**src/rtl/pipe_pkg.sv**
```systemverilog
// Shared pipeline definitions: datapath width, register index width and
// operand forwarding source encoding.
package pipe_pkg;
    localparam int XLEN   = 32;
    localparam int REG_AW = 5;

    typedef enum logic [2:0] {
        FWD_RF,
        FWD_EX,
        FWD_MEM,
        FWD_WB,
        FWD_ZERO
    } fwd_sel_e;

    typedef enum logic {
        ST_EMPTY,
        ST_FULL
    } state_e;
endpackage

```
**src/rtl/id_ex_stage_if.sv**
```systemverilog
// Signal bundle between decode/forwarding sources and the ID/EX stage.
// slave is the stage itself; master is whatever drives it.
interface id_ex_stage_if;
    import pipe_pkg::*;

    logic              id_valid_i;
    logic              id_ready_o;
    logic [XLEN-1:0]   id_pc_i;
    logic [XLEN-1:0]   id_instr_i;
    logic [REG_AW-1:0] rs1_addr_i;
    logic [REG_AW-1:0] rs2_addr_i;
    logic [REG_AW-1:0] rd_addr_i;
    logic              rs1_used_i;
    logic              rs2_used_i;
    logic              rd_wren_i;
    logic              is_load_i;
    logic [XLEN-1:0]   rs1_data_i;
    logic [XLEN-1:0]   rs2_data_i;

    logic              ex_fwd_wren_i;
    logic [REG_AW-1:0] ex_fwd_addr_i;
    logic [XLEN-1:0]   ex_fwd_data_i;
    logic              mem_fwd_wren_i;
    logic [REG_AW-1:0] mem_fwd_addr_i;
    logic [XLEN-1:0]   mem_fwd_data_i;
    logic              wb_wren_i;
    logic [REG_AW-1:0] wb_addr_i;
    logic [XLEN-1:0]   wb_data_i;

    logic              flush_i;
    logic              ex_valid_o;
    logic              ex_ready_i;
    logic [XLEN-1:0]   ex_pc_o;
    logic [XLEN-1:0]   ex_instr_o;
    logic [XLEN-1:0]   ex_rs1_data_o;
    logic [XLEN-1:0]   ex_rs2_data_o;
    logic [REG_AW-1:0] ex_rd_addr_o;
    logic              ex_rd_wren_o;
    logic              ex_is_load_o;
    logic [31:0]       stall_cnt_o;

    modport slave (
        input  id_valid_i, id_pc_i, id_instr_i,
        input  rs1_addr_i, rs2_addr_i, rd_addr_i, rs1_used_i, rs2_used_i,
        input  rd_wren_i, is_load_i, rs1_data_i, rs2_data_i,
        input  ex_fwd_wren_i, ex_fwd_addr_i, ex_fwd_data_i,
        input  mem_fwd_wren_i, mem_fwd_addr_i, mem_fwd_data_i,
        input  wb_wren_i, wb_addr_i, wb_data_i,
        input  flush_i, ex_ready_i,
        output id_ready_o, ex_valid_o, ex_pc_o, ex_instr_o,
        output ex_rs1_data_o, ex_rs2_data_o, ex_rd_addr_o, ex_rd_wren_o,
        output ex_is_load_o, stall_cnt_o
    );

    modport master (
        output id_valid_i, id_pc_i, id_instr_i,
        output rs1_addr_i, rs2_addr_i, rd_addr_i, rs1_used_i, rs2_used_i,
        output rd_wren_i, is_load_i, rs1_data_i, rs2_data_i,
        output ex_fwd_wren_i, ex_fwd_addr_i, ex_fwd_data_i,
        output mem_fwd_wren_i, mem_fwd_addr_i, mem_fwd_data_i,
        output wb_wren_i, wb_addr_i, wb_data_i,
        output flush_i, ex_ready_i,
        input  id_ready_o, ex_valid_o, ex_pc_o, ex_instr_o,
        input  ex_rs1_data_o, ex_rs2_data_o, ex_rd_addr_o, ex_rd_wren_o,
        input  ex_is_load_o, stall_cnt_o
    );
endinterface

```
**src/rtl/id_ex_stage_fwd.sv**
```systemverilog
// Per-source operand bypass: x0, then EX, MEM, WB, then register file.
module operand_fwd
    import pipe_pkg::*;
(
    input  logic [REG_AW-1:0] src_addr,
    input  logic [XLEN-1:0]   rf_data,
    input  logic              ex_wren,
    input  logic              ex_is_load,
    input  logic [REG_AW-1:0] ex_addr,
    input  logic [XLEN-1:0]   ex_data,
    input  logic              mem_wren,
    input  logic [REG_AW-1:0] mem_addr,
    input  logic [XLEN-1:0]   mem_data,
    input  logic              wb_wren,
    input  logic [REG_AW-1:0] wb_addr,
    input  logic [XLEN-1:0]   wb_data,
    output fwd_sel_e          sel,
    output logic [XLEN-1:0]   data
);

    always_comb begin
        sel = FWD_RF;
        if (src_addr == '0)
            sel = FWD_ZERO;
        else if (ex_wren && !ex_is_load && ex_addr == src_addr)
            sel = FWD_EX;
        else if (mem_wren && mem_addr == src_addr)
            sel = FWD_MEM;
        // register file writes land too late for a same-cycle read
        else if (wb_wren && wb_addr == src_addr)
            sel = FWD_WB;
    end

    always_comb begin
        data = rf_data;
        case (sel)
            FWD_ZERO: data = '0;
            FWD_EX:   data = ex_data;
            FWD_MEM:  data = mem_data;
            FWD_WB:   data = wb_data;
            default:  data = rf_data;
        endcase
    end

endmodule

```
**src/rtl/id_ex_stage.sv**
```systemverilog
// ID/EX pipeline register with operand forwarding, load-use bubble insertion
// and a saturating stall-cycle counter.
module id_ex_stage
    import pipe_pkg::*;
(
    input  logic         clk_i,
    input  logic         rst_i,
    id_ex_stage_if.slave bus
);

    // state    | meaning
    // ST_EMPTY | output register holds no instruction (ex_valid_o = 0)
    // ST_FULL  | output register holds a valid instruction for EX

    state_e            state_q, state_d;
    logic [XLEN-1:0]   pc_q, instr_q, rs1_q, rs2_q;
    logic [REG_AW-1:0] rd_q;
    logic              wren_q, load_q;
    logic [31:0]       cnt_q;

    logic              full, advance, src_hit, hazard, accept;
    fwd_sel_e          rs1_sel, rs2_sel;
    logic [XLEN-1:0]   rs1_fwd, rs2_fwd;

    assign full    = (state_q == ST_FULL);
    assign advance = !full || bus.ex_ready_i;
    assign src_hit = (bus.rs1_used_i && bus.rs1_addr_i == rd_q) ||
                     (bus.rs2_used_i && bus.rs2_addr_i == rd_q);
    assign hazard  = bus.id_valid_i && full && load_q && wren_q &&
                     (rd_q != '0) && src_hit;
    assign accept  = bus.id_valid_i && bus.id_ready_o && !bus.flush_i;

    operand_fwd u_fwd_rs1 (
        .src_addr   (bus.rs1_addr_i),
        .rf_data    (bus.rs1_data_i),
        .ex_wren    (bus.ex_fwd_wren_i),
        .ex_is_load (load_q),
        .ex_addr    (bus.ex_fwd_addr_i),
        .ex_data    (bus.ex_fwd_data_i),
        .mem_wren   (bus.mem_fwd_wren_i),
        .mem_addr   (bus.mem_fwd_addr_i),
        .mem_data   (bus.mem_fwd_data_i),
        .wb_wren    (bus.wb_wren_i),
        .wb_addr    (bus.wb_addr_i),
        .wb_data    (bus.wb_data_i),
        .sel        (rs1_sel),
        .data       (rs1_fwd)
    );

    operand_fwd u_fwd_rs2 (
        .src_addr   (bus.rs2_addr_i),
        .rf_data    (bus.rs2_data_i),
        .ex_wren    (bus.ex_fwd_wren_i),
        .ex_is_load (load_q),
        .ex_addr    (bus.ex_fwd_addr_i),
        .ex_data    (bus.ex_fwd_data_i),
        .mem_wren   (bus.mem_fwd_wren_i),
        .mem_addr   (bus.mem_fwd_addr_i),
        .mem_data   (bus.mem_fwd_data_i),
        .wb_wren    (bus.wb_wren_i),
        .wb_addr    (bus.wb_addr_i),
        .wb_data    (bus.wb_data_i),
        .sel        (rs2_sel),
        .data       (rs2_fwd)
    );

    // x0 reads must never pick up a forwarded value
    always_comb begin
        assert (rs1_sel != FWD_ZERO || rs1_fwd == '0);
        assert (rs2_sel != FWD_ZERO || rs2_fwd == '0);
    end

    always_ff @(posedge clk_i) begin
        if (rst_i)
            state_q <= ST_EMPTY;
        else
            state_q <= state_d;
    end

    always_comb begin
        state_d = state_q;
        if (bus.flush_i)
            state_d = ST_EMPTY;
        else if (accept)
            state_d = ST_FULL;
        else if (advance)
            state_d = ST_EMPTY;
    end

    always_comb begin
        bus.ex_valid_o = (state_q == ST_FULL);
        bus.id_ready_o = bus.flush_i || (advance && !hazard);
    end

    always_ff @(posedge clk_i) begin
        if (rst_i) begin
            pc_q    <= '0;
            instr_q <= '0;
            rs1_q   <= '0;
            rs2_q   <= '0;
            rd_q    <= '0;
            wren_q  <= 1'b0;
            load_q  <= 1'b0;
        end else if (accept) begin
            pc_q    <= bus.id_pc_i;
            instr_q <= bus.id_instr_i;
            rs1_q   <= rs1_fwd;
            rs2_q   <= rs2_fwd;
            rd_q    <= bus.rd_addr_i;
            wren_q  <= bus.rd_wren_i;
            load_q  <= bus.is_load_i;
        end
    end

    always_ff @(posedge clk_i) begin
        if (rst_i)
            cnt_q <= '0;
        else if (hazard && !bus.flush_i && cnt_q != 32'hFFFF_FFFF)
            cnt_q <= cnt_q + 32'd1;
    end

    assign bus.ex_pc_o       = pc_q;
    assign bus.ex_instr_o    = instr_q;
    assign bus.ex_rs1_data_o = rs1_q;
    assign bus.ex_rs2_data_o = rs2_q;
    assign bus.ex_rd_addr_o  = rd_q;
    assign bus.ex_rd_wren_o  = wren_q;
    assign bus.ex_is_load_o  = load_q;
    assign bus.stall_cnt_o   = cnt_q;

endmodule

```
**src/flat_wrapper.sv**
```systemverilog
// flat-port wrapper written by rule: the top's interface ports become plain ports
module id_ex_stage_flat import pipe_pkg::*;
  (clk_i, rst_i, bus_id_valid_i, bus_id_pc_i, bus_id_instr_i, bus_rs1_addr_i, bus_rs2_addr_i, bus_rd_addr_i, bus_rs1_used_i, bus_rs2_used_i, bus_rd_wren_i, bus_is_load_i, bus_rs1_data_i, bus_rs2_data_i, bus_ex_fwd_wren_i, bus_ex_fwd_addr_i, bus_ex_fwd_data_i, bus_mem_fwd_wren_i, bus_mem_fwd_addr_i, bus_mem_fwd_data_i, bus_wb_wren_i, bus_wb_addr_i, bus_wb_data_i, bus_flush_i, bus_ex_ready_i, bus_id_ready_o, bus_ex_valid_o, bus_ex_pc_o, bus_ex_instr_o, bus_ex_rs1_data_o, bus_ex_rs2_data_o, bus_ex_rd_addr_o, bus_ex_rd_wren_o, bus_ex_is_load_o, bus_stall_cnt_o);
  id_ex_stage_if bus_i ();
  input  logic clk_i;
  input  logic rst_i;
  input wire logic [$bits(bus_i.id_valid_i)-1:0] bus_id_valid_i;
  input wire logic [$bits(bus_i.id_pc_i)-1:0] bus_id_pc_i;
  input wire logic [$bits(bus_i.id_instr_i)-1:0] bus_id_instr_i;
  input wire logic [$bits(bus_i.rs1_addr_i)-1:0] bus_rs1_addr_i;
  input wire logic [$bits(bus_i.rs2_addr_i)-1:0] bus_rs2_addr_i;
  input wire logic [$bits(bus_i.rd_addr_i)-1:0] bus_rd_addr_i;
  input wire logic [$bits(bus_i.rs1_used_i)-1:0] bus_rs1_used_i;
  input wire logic [$bits(bus_i.rs2_used_i)-1:0] bus_rs2_used_i;
  input wire logic [$bits(bus_i.rd_wren_i)-1:0] bus_rd_wren_i;
  input wire logic [$bits(bus_i.is_load_i)-1:0] bus_is_load_i;
  input wire logic [$bits(bus_i.rs1_data_i)-1:0] bus_rs1_data_i;
  input wire logic [$bits(bus_i.rs2_data_i)-1:0] bus_rs2_data_i;
  input wire logic [$bits(bus_i.ex_fwd_wren_i)-1:0] bus_ex_fwd_wren_i;
  input wire logic [$bits(bus_i.ex_fwd_addr_i)-1:0] bus_ex_fwd_addr_i;
  input wire logic [$bits(bus_i.ex_fwd_data_i)-1:0] bus_ex_fwd_data_i;
  input wire logic [$bits(bus_i.mem_fwd_wren_i)-1:0] bus_mem_fwd_wren_i;
  input wire logic [$bits(bus_i.mem_fwd_addr_i)-1:0] bus_mem_fwd_addr_i;
  input wire logic [$bits(bus_i.mem_fwd_data_i)-1:0] bus_mem_fwd_data_i;
  input wire logic [$bits(bus_i.wb_wren_i)-1:0] bus_wb_wren_i;
  input wire logic [$bits(bus_i.wb_addr_i)-1:0] bus_wb_addr_i;
  input wire logic [$bits(bus_i.wb_data_i)-1:0] bus_wb_data_i;
  input wire logic [$bits(bus_i.flush_i)-1:0] bus_flush_i;
  input wire logic [$bits(bus_i.ex_ready_i)-1:0] bus_ex_ready_i;
  output wire logic [$bits(bus_i.id_ready_o)-1:0] bus_id_ready_o;
  output wire logic [$bits(bus_i.ex_valid_o)-1:0] bus_ex_valid_o;
  output wire logic [$bits(bus_i.ex_pc_o)-1:0] bus_ex_pc_o;
  output wire logic [$bits(bus_i.ex_instr_o)-1:0] bus_ex_instr_o;
  output wire logic [$bits(bus_i.ex_rs1_data_o)-1:0] bus_ex_rs1_data_o;
  output wire logic [$bits(bus_i.ex_rs2_data_o)-1:0] bus_ex_rs2_data_o;
  output wire logic [$bits(bus_i.ex_rd_addr_o)-1:0] bus_ex_rd_addr_o;
  output wire logic [$bits(bus_i.ex_rd_wren_o)-1:0] bus_ex_rd_wren_o;
  output wire logic [$bits(bus_i.ex_is_load_o)-1:0] bus_ex_is_load_o;
  output wire logic [$bits(bus_i.stall_cnt_o)-1:0] bus_stall_cnt_o;
  assign bus_i.id_valid_i = bus_id_valid_i;
  assign bus_i.id_pc_i = bus_id_pc_i;
  assign bus_i.id_instr_i = bus_id_instr_i;
  assign bus_i.rs1_addr_i = bus_rs1_addr_i;
  assign bus_i.rs2_addr_i = bus_rs2_addr_i;
  assign bus_i.rd_addr_i = bus_rd_addr_i;
  assign bus_i.rs1_used_i = bus_rs1_used_i;
  assign bus_i.rs2_used_i = bus_rs2_used_i;
  assign bus_i.rd_wren_i = bus_rd_wren_i;
  assign bus_i.is_load_i = bus_is_load_i;
  assign bus_i.rs1_data_i = bus_rs1_data_i;
  assign bus_i.rs2_data_i = bus_rs2_data_i;
  assign bus_i.ex_fwd_wren_i = bus_ex_fwd_wren_i;
  assign bus_i.ex_fwd_addr_i = bus_ex_fwd_addr_i;
  assign bus_i.ex_fwd_data_i = bus_ex_fwd_data_i;
  assign bus_i.mem_fwd_wren_i = bus_mem_fwd_wren_i;
  assign bus_i.mem_fwd_addr_i = bus_mem_fwd_addr_i;
  assign bus_i.mem_fwd_data_i = bus_mem_fwd_data_i;
  assign bus_i.wb_wren_i = bus_wb_wren_i;
  assign bus_i.wb_addr_i = bus_wb_addr_i;
  assign bus_i.wb_data_i = bus_wb_data_i;
  assign bus_i.flush_i = bus_flush_i;
  assign bus_i.ex_ready_i = bus_ex_ready_i;
  assign bus_id_ready_o = bus_i.id_ready_o;
  assign bus_ex_valid_o = bus_i.ex_valid_o;
  assign bus_ex_pc_o = bus_i.ex_pc_o;
  assign bus_ex_instr_o = bus_i.ex_instr_o;
  assign bus_ex_rs1_data_o = bus_i.ex_rs1_data_o;
  assign bus_ex_rs2_data_o = bus_i.ex_rs2_data_o;
  assign bus_ex_rd_addr_o = bus_i.ex_rd_addr_o;
  assign bus_ex_rd_wren_o = bus_i.ex_rd_wren_o;
  assign bus_ex_is_load_o = bus_i.ex_is_load_o;
  assign bus_stall_cnt_o = bus_i.stall_cnt_o;
  id_ex_stage u_core (.clk_i(clk_i), .rst_i(rst_i), .bus(bus_i));
endmodule
```
**config.mk**
```make
export PLATFORM = sky130hd
export DESIGN_NAME = id_ex_stage_flat
export DESIGN_NICKNAME = d
export VERILOG_FILES = /design/src/rtl/pipe_pkg.sv /design/src/rtl/id_ex_stage_if.sv /design/src/rtl/id_ex_stage_fwd.sv /design/src/rtl/id_ex_stage.sv /design/src/flat_wrapper.sv
export SDC_FILE = /design/constraint.sdc
export NUM_CORES = 1
export LEC_CHECK = 0
export CORE_AREA = 2 2 168 170
export DETAILED_ROUTE_END_ITERATION = 7
export DIE_AREA = 0 0 170 172
export HOLD_SLACK_MARGIN = 0.15
export PLACE_DENSITY_LB_ADDON = 0.08
export SLEW_MARGIN = 20
export SYNTH_ARGS = -nofsm -noshare
export SYNTH_HDL_FRONTEND = slang
export SYNTH_SLANG_ARGS = --single-unit
```
**constraint.sdc**
```tcl
create_clock -name clk_i -period 3.1 [get_ports clk_i]
set_input_delay 0.465 -clock clk_i [delete_from_list [all_inputs] [get_ports clk_i]]
set_output_delay 0.465 -clock clk_i [all_outputs]
set_load 0.01 [all_outputs]
```
* Word-level counts from Yosys, hierarchy flattened
Index checks and enable logic that the tools add are counted.
Widths: inputs -> output; s select.
** Word-level totals
- Word-level logic and storage cells :: 70
- Bits in registers :: 168
- Output and inout bits :: 169
** Cells by class
- Add/sub/neg operators :: 1
- Reductions and logical operators :: 31
- Equality and inequality tests :: 17
- Muxes and demuxes :: 12
** Operators by type and width (number)
- $pmux 32 s4 :: 2
- $eq 5x5->1 :: 8
- $add 32x1->32 const B :: 1
- $ne 32x32->1 const B :: 1
- $logic_and 1x1->1 :: 19
- $eq 3x2->1 const B :: 4
- $mux 2 :: 6
- $logic_not 5->1 :: 2
- $eq 3x1->1 const B :: 2
- $eq 3x3->1 const B :: 2
- $mux 3 :: 2
- $reduce_bool 5->1 :: 1
- $logic_not 1->1 :: 4
- $logic_or 1x1->1 :: 3
- $mux 1 :: 2
- $reduce_bool 2->1 :: 1
- $reduce_or 2->1 :: 1

* Depth between registers and ports, before layout
Gate-level depths: netlist (run 1).
- Word-level depth :: 11
- Depth in mapped cells :: 9
- Mapped depth without buffers :: 6

* By module
Synthesis (run 1) repeated with hierarchy kept, for this count alone.
** Second synthesis, totals
- Cell total of the unflattened synthesis :: 954
- Area, all modules :: 8752.1 µm²
** Modules (own cells, without submodules)
- id_ex_stage :: area an instance 6607.6 µm², cells an instance 664, times used 1, sequential area each 3363.2 µm²
- operand_fwd :: area an instance 1072.3 µm², cells an instance 145, times used 2, sequential area each 0.0 µm²

* Worst setup path before layout (run 1)
OpenSTA, ideal clock, no wires.
- Kind :: reg-to-output
- From :: reg u_core.rd_q[0], in the netlist u_core.bus.ex_rd_addr_o[0]
- To :: out bus_id_ready_o
- Stages on the path, launching flop included :: 8
- Setup slack :: 836 ps
- Path buffers :: 2
- Arrival :: 1799 ps
- Cells stage by stage :: dfxtp_1 or4_1 nor2_1 nor3_2 nand2_2 buf_4 clkbuf_1 and2_1
** On the way
- Word-level cells in the longest chain between the ends :: 7
- Elaborated cells between the ends (all ways) :: 11
- Classes of those cells :: eq/ne: 2; reduce/logical: 9
** RTL lines
- start, declared :: line id_ex_stage.sv:17 : logic [REG_AW-1:0] rd_q;
- start signal, assigned :: line id_ex_stage.sv:109 : rd_q <= bus.rd_addr_i;
- $eq 5x5->1, on equally long branches :: line id_ex_stage.sv:27, id_ex_stage.sv:28
- $logic_and 1x1->1, on equally long branches :: line id_ex_stage.sv:27, id_ex_stage.sv:28
- $logic_or 1x1->1 :: line id_ex_stage.sv:27 : assign src_hit = (bus.rs1_used_i && bus.rs1_addr_i == rd_q) ||
- $logic_and 1x1->1 * :: line id_ex_stage.sv:30 : (rd_q != '0) && src_hit;
- $logic_not 1->1 * :: line id_ex_stage.sv:92 : bus.id_ready_o = bus.flush_i || (advance && !hazard);
- $logic_and 1x1->1 * :: line id_ex_stage.sv:92
- $logic_or 1x1->1 * :: line id_ex_stage.sv:92
- end, declared :: line flat_wrapper.sv:30 : output wire logic [$bits(bus_i.id_ready_o)-1:0] bus_id_ready_o;
Every way passes the cells marked *; elsewhere a longest branch is shown, timed or not.

* Worst setup path in the final report (run 1)
- From :: in bus_rs2_addr_i[2]
- To :: out bus_id_ready_o
** On the way
- Word-level cells in the longest chain between the ends :: 7
** RTL lines
- start, declared :: line flat_wrapper.sv:11 : input wire logic [$bits(bus_i.rs2_addr_i)-1:0] bus_rs2_addr_i;
- $eq 5x5->1 :: line id_ex_stage.sv:28 : (bus.rs2_used_i && bus.rs2_addr_i == rd_q);
- $logic_and 1x1->1 :: line id_ex_stage.sv:28
- $logic_or 1x1->1 :: line id_ex_stage.sv:27
- $logic_and 1x1->1 :: line id_ex_stage.sv:30
- $logic_not 1->1 :: line id_ex_stage.sv:92
- $logic_and 1x1->1 :: line id_ex_stage.sv:92
- $logic_or 1x1->1 :: line id_ex_stage.sv:92
Every way passes these cells.

==> results of run 1 <==
==> final cells by class <==
| cell class | instances | area [um^2] |
|---|---|---|
| sequential | 168 | 3360 |
| antenna | 7 | 17.5 |
| clock buffer | 19 | 443 |
| fill | 2607 | 13000 |
| clock inverter | 13 | 183 |
| timing repair buffer | 477 | 4790 |
| tap | 346 | 433 |
| multi-input combinational | 840 | 5230 |
| inverter | 5 | 18.8 |
==> metrics by stage <==
stage	TNS (ns)	hold slack, ns
finish	0	0.432
global route	0	0.452
global placement	-1.88	0.442
CTS	0	0.430
detailed placement	0	0.446
floorplan	0	0.481
==> sequential cells by signal, indices dropped and copies added, names as in the netlist <==
name / count
u_core.bus.stall_cnt_o: 32
u_core.bus.ex_rs1_data_o: 32
u_core.bus.ex_instr_o: 32
u_core.bus.ex_is_load_o: 1
u_core.bus.ex_valid_o: 1
u_core.bus.ex_rd_addr_o: 5
u_core.bus.ex_rs2_data_o: 32
u_core.bus.ex_pc_o: 32
u_core.bus.ex_rd_wren_o: 1
==> placed cells by master, fill, tap and decap left out, types with 4 or more instances in the layout <==
cell type,synthesis,layout
nand3_1,12,10
nor2b_1,13,13
a2bb2oi_1,64,64
or3_1,4,4
buf_12,1,10
o21ai_0,67,67
nor2_1,87,84
a21oi_1,93,91
nor3_2,4,4
nor4_1,10,10
diode_2,0,7
nand2_1,159,159
nand4_1,16,16
clkbuf_16,0,17
clkdlybuf4s50_1,0,433
nor3_1,67,67
buf_4,5,33
o41ai_1,50,50
xnor2_1,22,22
mux2_2,9,9
o31ai_1,16,16
inv_6,0,4
dfxtp_1,168,168
inv_1,5,5
o41ai_2,14,14
nand3b_1,64,64
clkinv_4,0,4
xor2_1,18,18
or4_1,19,19
==> critical path, delay by kind of cell <==
kind	cells	cell delay (ns)
AOI/OAI and AO/OA	1	0.20
and+or+nand+nor	3	0.37
buffers and inverters	4	1.27
xor gates and xnor gates	1	0.12
==> per-layer routing <==
metal | share of wire [%] | wire, um
met3 | 7.1 | 2790
met1 | 42 | 16400
met4 | 1.9 | 745
met5 | 0.028 | 11
met2 | 49 | 19300
==> power breakdown <==
group          total [mW]  internal [mW]  switching [mW]
combinational        1.14          0.646           0.498
sequential           2.31           2.25          0.0570
clock                2.35           1.32            1.03
total                5.81           4.22            1.59
==> path summary, 6_finish.rpt <==
path / end / depth (start not counted) / slack (ns) / startpoint
worst max-delay path: bus_id_ready_o / 9 / 0.21 / bus_rs2_addr_i[2]
worst min-delay path: u_core.bus.stall_cnt_o[24] / 2 / 0.43 / rst_i
worst max register to register: u_core.bus.stall_cnt_o[26] / 6 / 0.72 / u_core.bus.stall_cnt_o[3]
worst min register to register: u_core.bus.ex_instr_o[22] / 2 / 0.45 / u_core.bus.ex_instr_o[22]
==> kinds of logic (layout without fill, tap and decap cells) <==
kind of cell | Yosys count | count (layout) | synth area share (%)
adders and majority gates | 1 | 1 | 0.138
muxes | 12 | 12 | 1.61
AOI/OAI and AO/OA | 309 | 309 | 24.2
xor gates and xnor gates | 40 | 40 | 3.86
and+or+nand+nor | 478 | 478 | 27.2
other | 0 | 7 | 0
DFF | 168 | 168 | 37.1
buffers and inverters | 118 | 514 | 6.00
==> flow_summary.json, run 1 <==
{
  "antenna_left": 0,
  "yosys-top-cells-count": "dfxtp_1 (168), nand2_1 (159), a21oi_1 (93)",
  "grt_pass1_wl_mm": 58.0,
  "post_cts_resized": 0,
  "placed_cell_area_mm2": 0.0138,
  "crit_type": "in -> out",
  "synthCells": 1126,
  "post_cts_buffers": 0,
  "fp.dieW_um": 170,
  "cts_sinks": 168,
  "clock_skew_ns": 0.0149,
  "die_h_um": 172,
  "cts_root_buffer": "clkbuf_16",
  "detailedPlacementHpwl_mm": 28.1,
  "ir_drop_mv": 0.356,
  "period_share_pct": 93.4,
  "stdcell_count": 1875,
  "path_max_fanout": 3,
  "rsz0062_at_grt": "false",
  "io_buffers": 434,
  "wl_mm": 39.2,
  "worstMarginPinSlew_ns": 0.720,
  "power_density_mw_per_mm2": 401,
  "drive_above_1_share_pct": 8.21,
  "worstPathRequired_ns": 2.63,
  "fin_area_mm2": 0.0145,
  "hold_violations": 0,
  "yosysWarnings": 0,
  "track_usage_pct": 25.7,
  "synth_area_leader_cell": "dfxtp_1",
  "worstSetupStartpointType": "primary input",
  "synthArstFlopShare_pct": 0,
  "fp-row-count": 61,
  "path_clk_slew_ns": 0.07,
  "synth_fp_nets": 1393,
  "clock_path_buffers": 2,
  "antenna_found_initial": 5,
  "dr.pass1.iters": 4,
  "htree_levels": 4,
  "met1_usage_pct": 32.4,
  "place_congestion": 0.892,
  "synth_top_area_share_pct": 37.1,
  "syn_avg_cell_area_um2": 8.06,
  "slew_headroom_pct": 51.9,
  "grt_use_met2_pct": 43.7,
  "drt_iter0_markers": 665,
  "leakagePower_nw": 5.08,
  "die_area_mm2": 0.0292,
  "synth.yosys.seq_area_share_pct": 37.1,
  "vias": 10000,
  "io_pins": 435,
  "hp-class": "in -> reg",
  "max_freq_ghz": 0.346,
  "cts_tree": "yes",
  "slowest_delay_ns": 0.49,
  "yosysMostFrequentCell": "dfxtp_1",
  "fin_crit_ns": 2.89,
  "fin_util_pct": 52.7,
  "viasPerCell": 5.34,
  "netlist_area_mm2": 0.00908,
  "cap_violations": 0,
  "status": "finished clean",
  "busiest_layer": "met2",
  "clk_latency_ns": 0.43,
  "grt_pass1_vias": 9605,
  "finalMaxSlewViolations": 0,
  "synth_edf_count": 0,
  "start_util_pct": 33.0,
  "grt_max_degree": 72,
  "synth_cell_types": 51,
  "synth_area_leaders": "dfxtp_1 (37%), nand2_1 (6.6%), a2bb2oi_1 (6.2%)",
  "route.detailed.drc": 0,
  "hold_buffers": 0,
  "yosys_most_used_dff": "dfxtp_1",
  "critPathCaptureType": "output port",
  "worstPathArrival_ns": 2.43,
  "core_area_mm2": 0.0275,
  "setup-violations-final": 0,
  "worst_slack_ns": 0.206,
  "wire_per_inst_um": 20.9,
  "cts_buffers": 17,
  "ys_seq_elements": 168,
  "gr-usage-met3_pct": 5.88,
  "dp.cells": 1836,
  "dp_slack_ns": 0.0833,
  "power_mw": 5.81,
  "cp_slowest_cell": "clkdlybuf4s50_1",
  "fin_nets": 1776,
  "area_growth_pct": 59.6,
  "gr-total-overflow": 0,
  "cp_cell_sequence": "clkdlybuf4s50_1 > buf_4 > buf_4 > xnor2_1 > nand4_1 > o22ai_2 > nand2_2 > and2_1 > clkdlybuf4s50_1"
}
Note: power is estimated with default switching activity, not from simulation.
==> inputs of run 2 (changes only) <==
- PLACE_DENSITY: default -> 0.69
- PLACE_DENSITY_LB_ADDON: 0.08 -> default
==> run 2 against run 1 <==
  * Sequential power about the same
  * Non-clock buffer count rose by 2
  * Critical path depth decreased by 2
  * Wire length is 2.5% lower
  * Power down 2.3%
  * Count of clock-buffer cells in the layout shrank 1
  * Critical endpoint unchanged
==> flow_summary.json, run 2 (same netlist as run 1, synthesis figures left out) <==
{
  "cts_root_buffer": "clkbuf_16",
  "antenna_found_initial": 1,
  "io_buffers": 434,
  "setup_tns_ns": 0,
  "cts_buffers": 17,
  "worstPathRequired_ns": 2.63,
  "hold_buffers": 0,
  "worstPathArrival_ns": 2.50,
  "start_util_pct": 33.0,
  "wl_mm": 38.3,
  "path_clk_slew_ns": 0.08,
  "cts_sinks": 168,
  "clock_path_buffers": 2,
  "clock_skew_ns": 0.0109,
  "worst_slack_ns": 0.134,
  "drive_above_1_share_pct": 8.40,
  "ir_drop_mv": 0.285,
  "viasPerCell": 5.49,
  "grt_pass1_wl_mm": 56.4,
  "hp-class": "reg -> reg",
  "crit_type": "in -> out",
  "post_cts_buffers": 0,
  "hold_violations": 0,
  "status": "finished clean",
  "layout_common_cells": "clkdlybuf4s50_1 (433), dfxtp_1 (168), nand2_1 (159)",
  "period_share_pct": 95.7,
  "finalMaxSlewViolations": 0,
  "leakagePower_nw": 5.08,
  "io_pins": 435,
  "htree_levels": 4,
  "max_freq_ghz": 0.337,
  "cap_violations": 0,
  "worstHoldStart": "u_core.bus.ex_instr_o[2]",
  "placed_cell_area_mm2": 0.0139,
  "worstSetupStartpointType": "primary input",
  "gr-total-overflow": 0,
  "place_congestion": 0.872,
  "track_usage_pct": 24.9,
  "path_max_fanout": 5,
  "drt_iter0_markers": 760,
  "cts_tree": "yes",
  "fp.dieW_um": 170,
  "clk_latency_ns": 0.43,
  "final_common_cell": "clkdlybuf4s50_1",
  "dp_slack_ns": -0.145,
  "fin_crit_ns": 2.97,
  "grt_max_degree": 79,
  "core_area_mm2": 0.0275,
  "critPathCaptureType": "output port",
  "dr.pass1.iters": 5,
  "worst_hold_slack_ns": 0.455,
  "fp-row-count": 61,
  "fin_nets": 1778,
  "detailedPlacementHpwl_mm": 27.7,
  "area_growth_pct": 59.7,
  "slew_headroom_pct": 47.0,
  "worstMarginPinSlew_ns": 0.788,
  "route.detailed.drc": 0,
  "rsz0062_at_grt": "false",
  "crit_start": "bus_rs1_addr_i[1]",
  "post_cts_resized": 0,
  "grt_pass1_vias": 9934,
  "antenna_left": 0,
  "die_area_mm2": 0.0292,
  "power_density_mw_per_mm2": 391,
  "vias": 10300,
  "setup-violations-final": 0,
  "power_mw": 5.67,
  "fin_area_mm2": 0.0145,
  "wire_per_inst_um": 20.4,
  "die_h_um": 172,
  "rr_startpoint": "u_core.bus.ex_is_load_o"
}
==> run 2: layout make-up <==
| type | instances | area, um^2 |
|---|---|---|
| Fill cell | 2572 | 13000 |
| Inverter | 5 | 18.8 |
| Timing Repair Buffer | 479 | 4850 |
| Antenna cell | 1 | 2.50 |
| Clock inverter | 14 | 151 |
| Sequential cell | 168 | 3360 |
| Tap cell | 346 | 433 |
| Multi-Input combinational cell | 840 | 5240 |
| Clock buffer | 18 | 439 |
==> run 2: report_power, final <==
part,switching (mW),leakage (nW),internal [mW]
Combinational,0.497,3.42,0.651
Clock,1.11,0.288,1.11
Sequential,0.0550,1.37,2.25
Total,1.66,5.08,4.01
==> run 2: worst paths after layout <==
| check | slack, ns | cells past startpoint | to |
|---|---|---|---|
| setup reg to reg | 0.59 | 6 | u_core.bus.ex_rs1_data_o[18] |
| hold / removal | 0.45 | 2 | u_core.bus.ex_instr_o[2] |
| hold reg to reg | 0.45 | 2 | u_core.bus.ex_instr_o[2] |
| setup / recovery | 0.13 | 7 | bus_id_ready_o |
==> run 2: stage by stage <==
step | utilization (%) | cells
floorplan | - | 1126
global placement | 50.6 | 1838
detailed placement | 50.6 | 1838
CTS | 52.7 | 1870
global route | 52.8 | 1871
finish | 52.8 | 1871
==> run 2: worst max-delay path, stage by stage <==
cell             delay [ns]
clkdlybuf4s50_1        0.74
xnor2_1                0.17
nand4_1                0.16
o22ai_2                0.24
nand2_2                0.07
and2_1                 0.17
clkdlybuf4s50_1        0.48
==> run 2: metal layers <==
metal  wire (um)  vias to the layer above  part of all wire, %  track usage, %
li1            -                     4877                    -               -
met1       15200                     4817                   40            29.4
met2       18500                      503                   48            42.5
met3        3660                       66                  9.6            8.10
met4         913                        0                  2.4            8.70
met5           0                        -                    0               0
==> inputs of run 3 (changes only) <==
- PLACE_DENSITY: 0.69 -> default
- PLACE_DENSITY_LB_ADDON: default -> 0.3
- SKIP_LAST_GASP: default -> 1
==> run 3 against run 2 <==
  * Critical path depth stayed put
  * Sequential power is essentially flat
  * Sequential cell count is the same
  * Utilization decreased by 0.25 points
  * Power fell by 1.1%
  * Global-route usage down 0.14 points
  * Cell count shrank 0.59%
  * Register-to-register slack gained 0.12 ns
  * Sequential share of layout area up 0.11 points
  * Count of clock-buffer cells in the layout increased by 1
  * Largest cell class unchanged
==> flow_summary.json, run 3 (same netlist as run 1, synthesis figures left out) <==
{
  "status": "finished clean",
  "fin_nets": 1765,
  "max_freq_ghz": 0.352,
  "slew_headroom_pct": 38.3,
  "worst-r2r-setup-slack_ns": 0.71,
  "rr_startpoint": "u_core.bus.stall_cnt_o[4]",
  "stdcell_count": 1860,
  "viasPerCell": 5.43,
  "register_area_mm2": 0.00336,
  "grt_pass1_wl_mm": 55.9,
  "die_area_mm2": 0.0292,
  "path_common_cell": "clkdlybuf4s50_1",
  "worstPathRequired_ns": 2.63,
  "drive_above_1_share_pct": 7.61,
  "power_mw": 5.61,
  "cts_sinks": 168,
  "leakagePower_nw": 5.02,
  "area_growth_pct": 58.9,
  "io_buffers": 434,
  "post_cts_resized": 0,
  "fin_util_pct": 52.5,
  "cts_tree": "yes",
  "rsz0062_at_grt": "false",
  "dp.cells": 1825,
  "cp_cell_sequence": "clkdlybuf4s50_1 > xnor2_1 > nand4_1 > o22ai_2 > nand2_2 > and2_1 > clkdlybuf4s50_1",
  "hold_path_end": "u_core.bus.ex_pc_o[23]",
  "detailedPlacementHpwl_mm": 27.2,
  "fill_cells": 2578,
  "clock_path_buffers": 2,
  "multiInputGateArea_mm2": 0.00525,
  "hold_buffers": 0,
  "layout_common_cells": "clkdlybuf4s50_1 (433), dfxtp_1 (168), nand2_1 (159)",
  "worstSetupStartpointType": "primary input",
  "reg2reg_to": "u_core.bus.stall_cnt_o[22]",
  "start_util_pct": 33.0,
  "vias": 10100,
  "cts_buffers": 17,
  "worstPathArrival_ns": 2.38,
  "worstHoldStart": "u_core.bus.ex_pc_o[23]",
  "track_usage_pct": 24.7,
  "fp-row-count": 61,
  "clock_skew_ns": 0.0163,
  "final_common_cell": "clkdlybuf4s50_1",
  "htree_levels": 4,
  "clk_latency_ns": 0.44,
  "cap_violations": 0,
  "wl_mm": 37.8,
  "hold_violations": 0,
  "hp-class": "reg -> reg",
  "fp.dieW_um": 170,
  "finalMaxSlewViolations": 0,
  "route.detailed.drc": 0,
  "setup-violations-final": 0,
  "gr-total-overflow": 0,
  "dr.pass1.iters": 5,
  "path_max_fanout": 5,
  "fin_crit_ns": 2.84,
  "power_density_mw_per_mm2": 389,
  "post_cts_buffers": 0,
  "hold_path_depth": 2,
  "worst_hold_slack_ns": 0.452,
  "grt_max_degree": 97,
  "worstMarginPinSlew_ns": 0.926,
  "cp_slowest_cell": "clkdlybuf4s50_1",
  "wire_per_inst_um": 20.3,
  "path_clk_slew_ns": 0.07,
  "core_area_mm2": 0.0275,
  "rr_worst_depth": 6,
  "cts_root_buffer": "clkbuf_16",
  "ir_drop_mv": 0.303,
  "period_share_pct": 91.7,
  "io_pins": 435,
  "crit_type": "in -> out",
  "setup_tns_ns": 0,
  "die_h_um": 172,
  "drt_iter0_markers": 641,
  "antenna_left": 0,
  "place_congestion": 0.905,
  "critPathCaptureType": "output port",
  "antenna_found_initial": 4,
  "slowest_delay_ns": 0.70,
  "grt_pass1_vias": 9738
}
-- run 3: changes by cell type in the layout (fill, tap and decap cells not counted), sizes merged --
cell	change
diode	+2
clkinv	-2
clkinvlp	+3
clkbuf	+1
buf	-13
bufinv	+1
inv	-3
-- run 3: critical path: cells and delay by family --
family	cells	cell delay (ns)
buffers and inverters	2	1.19
AND/OR/NAND/NOR	3	0.37
AO/OA/AOI/OAI	1	0.19
XOR/XNOR	1	0.17
-- run 3: cell type report --
type | instances | share of cell area (%)
clock inverters | 13 | 0.971
inverters | 5 | 0.130
repair buffers | 466 | 33.1
well taps | 346 | 3.00
multi-input cells | 840 | 36.4
clock buffers | 19 | 3.07
diodes | 3 | 0.0520
flip-flops and latches | 168 | 23.3
-- run 3: per-stage QoR --
| step | instance area [um^2] | worst slack (ns) |
|---|---|---|
| 6_report | 14400 | 0.258 |
| 3_3_place_gp | 13800 | 0.0319 |
| 5_1_grt | 14400 | 0.156 |
| 2_1_floorplan | 9080 | 0.836 |
| 3_5_place_dp | 13800 | -0.0665 |
| 4_1_cts | 14400 | 0.265 |
-- run 3: worst max-delay path by stage --
stage / startpoint / end / slack, ns / cells past startpoint
2_1_floorplan: u_core.bus.ex_rd_addr_o[0] / bus_id_ready_o / 0.84 / 7
3_3_place_gp: bus_rs1_addr_i[4] / u_core.bus.ex_rs1_data_o[25] / 0.03 / 8
3_5_place_dp: bus_rs1_addr_i[4] / u_core.bus.ex_rs1_data_o[22] / -0.07 / 8
4_1_cts: bus_rs2_addr_i[4] / bus_id_ready_o / 0.26 / 7
5_1_grt: bus_rs2_addr_i[4] / bus_id_ready_o / 0.16 / 7
6_report: bus_rs2_addr_i[4] / bus_id_ready_o / 0.26 / 7
-- run 3: layer usage --
layer / GRT usage [%] / vias up / share of wire, %
met5: 0 / - / 0.029
met4: 9.88 / 2 / 3.1
met3: 7.78 / 62 / 9.3
met2: 42.6 / 482 / 48
met1: 28.6 / 4710 / 39
li1: - / 4846 / -
-- run 3: power by group --
part / switching (mW) / internal (mW) / total, mW
Sequential: 0.0576 / 2.25 / 2.31
Clock: 1.01 / 1.15 / 2.16
Combinational: 0.493 / 0.644 / 1.14
Total: 1.56 / 4.05 / 5.61
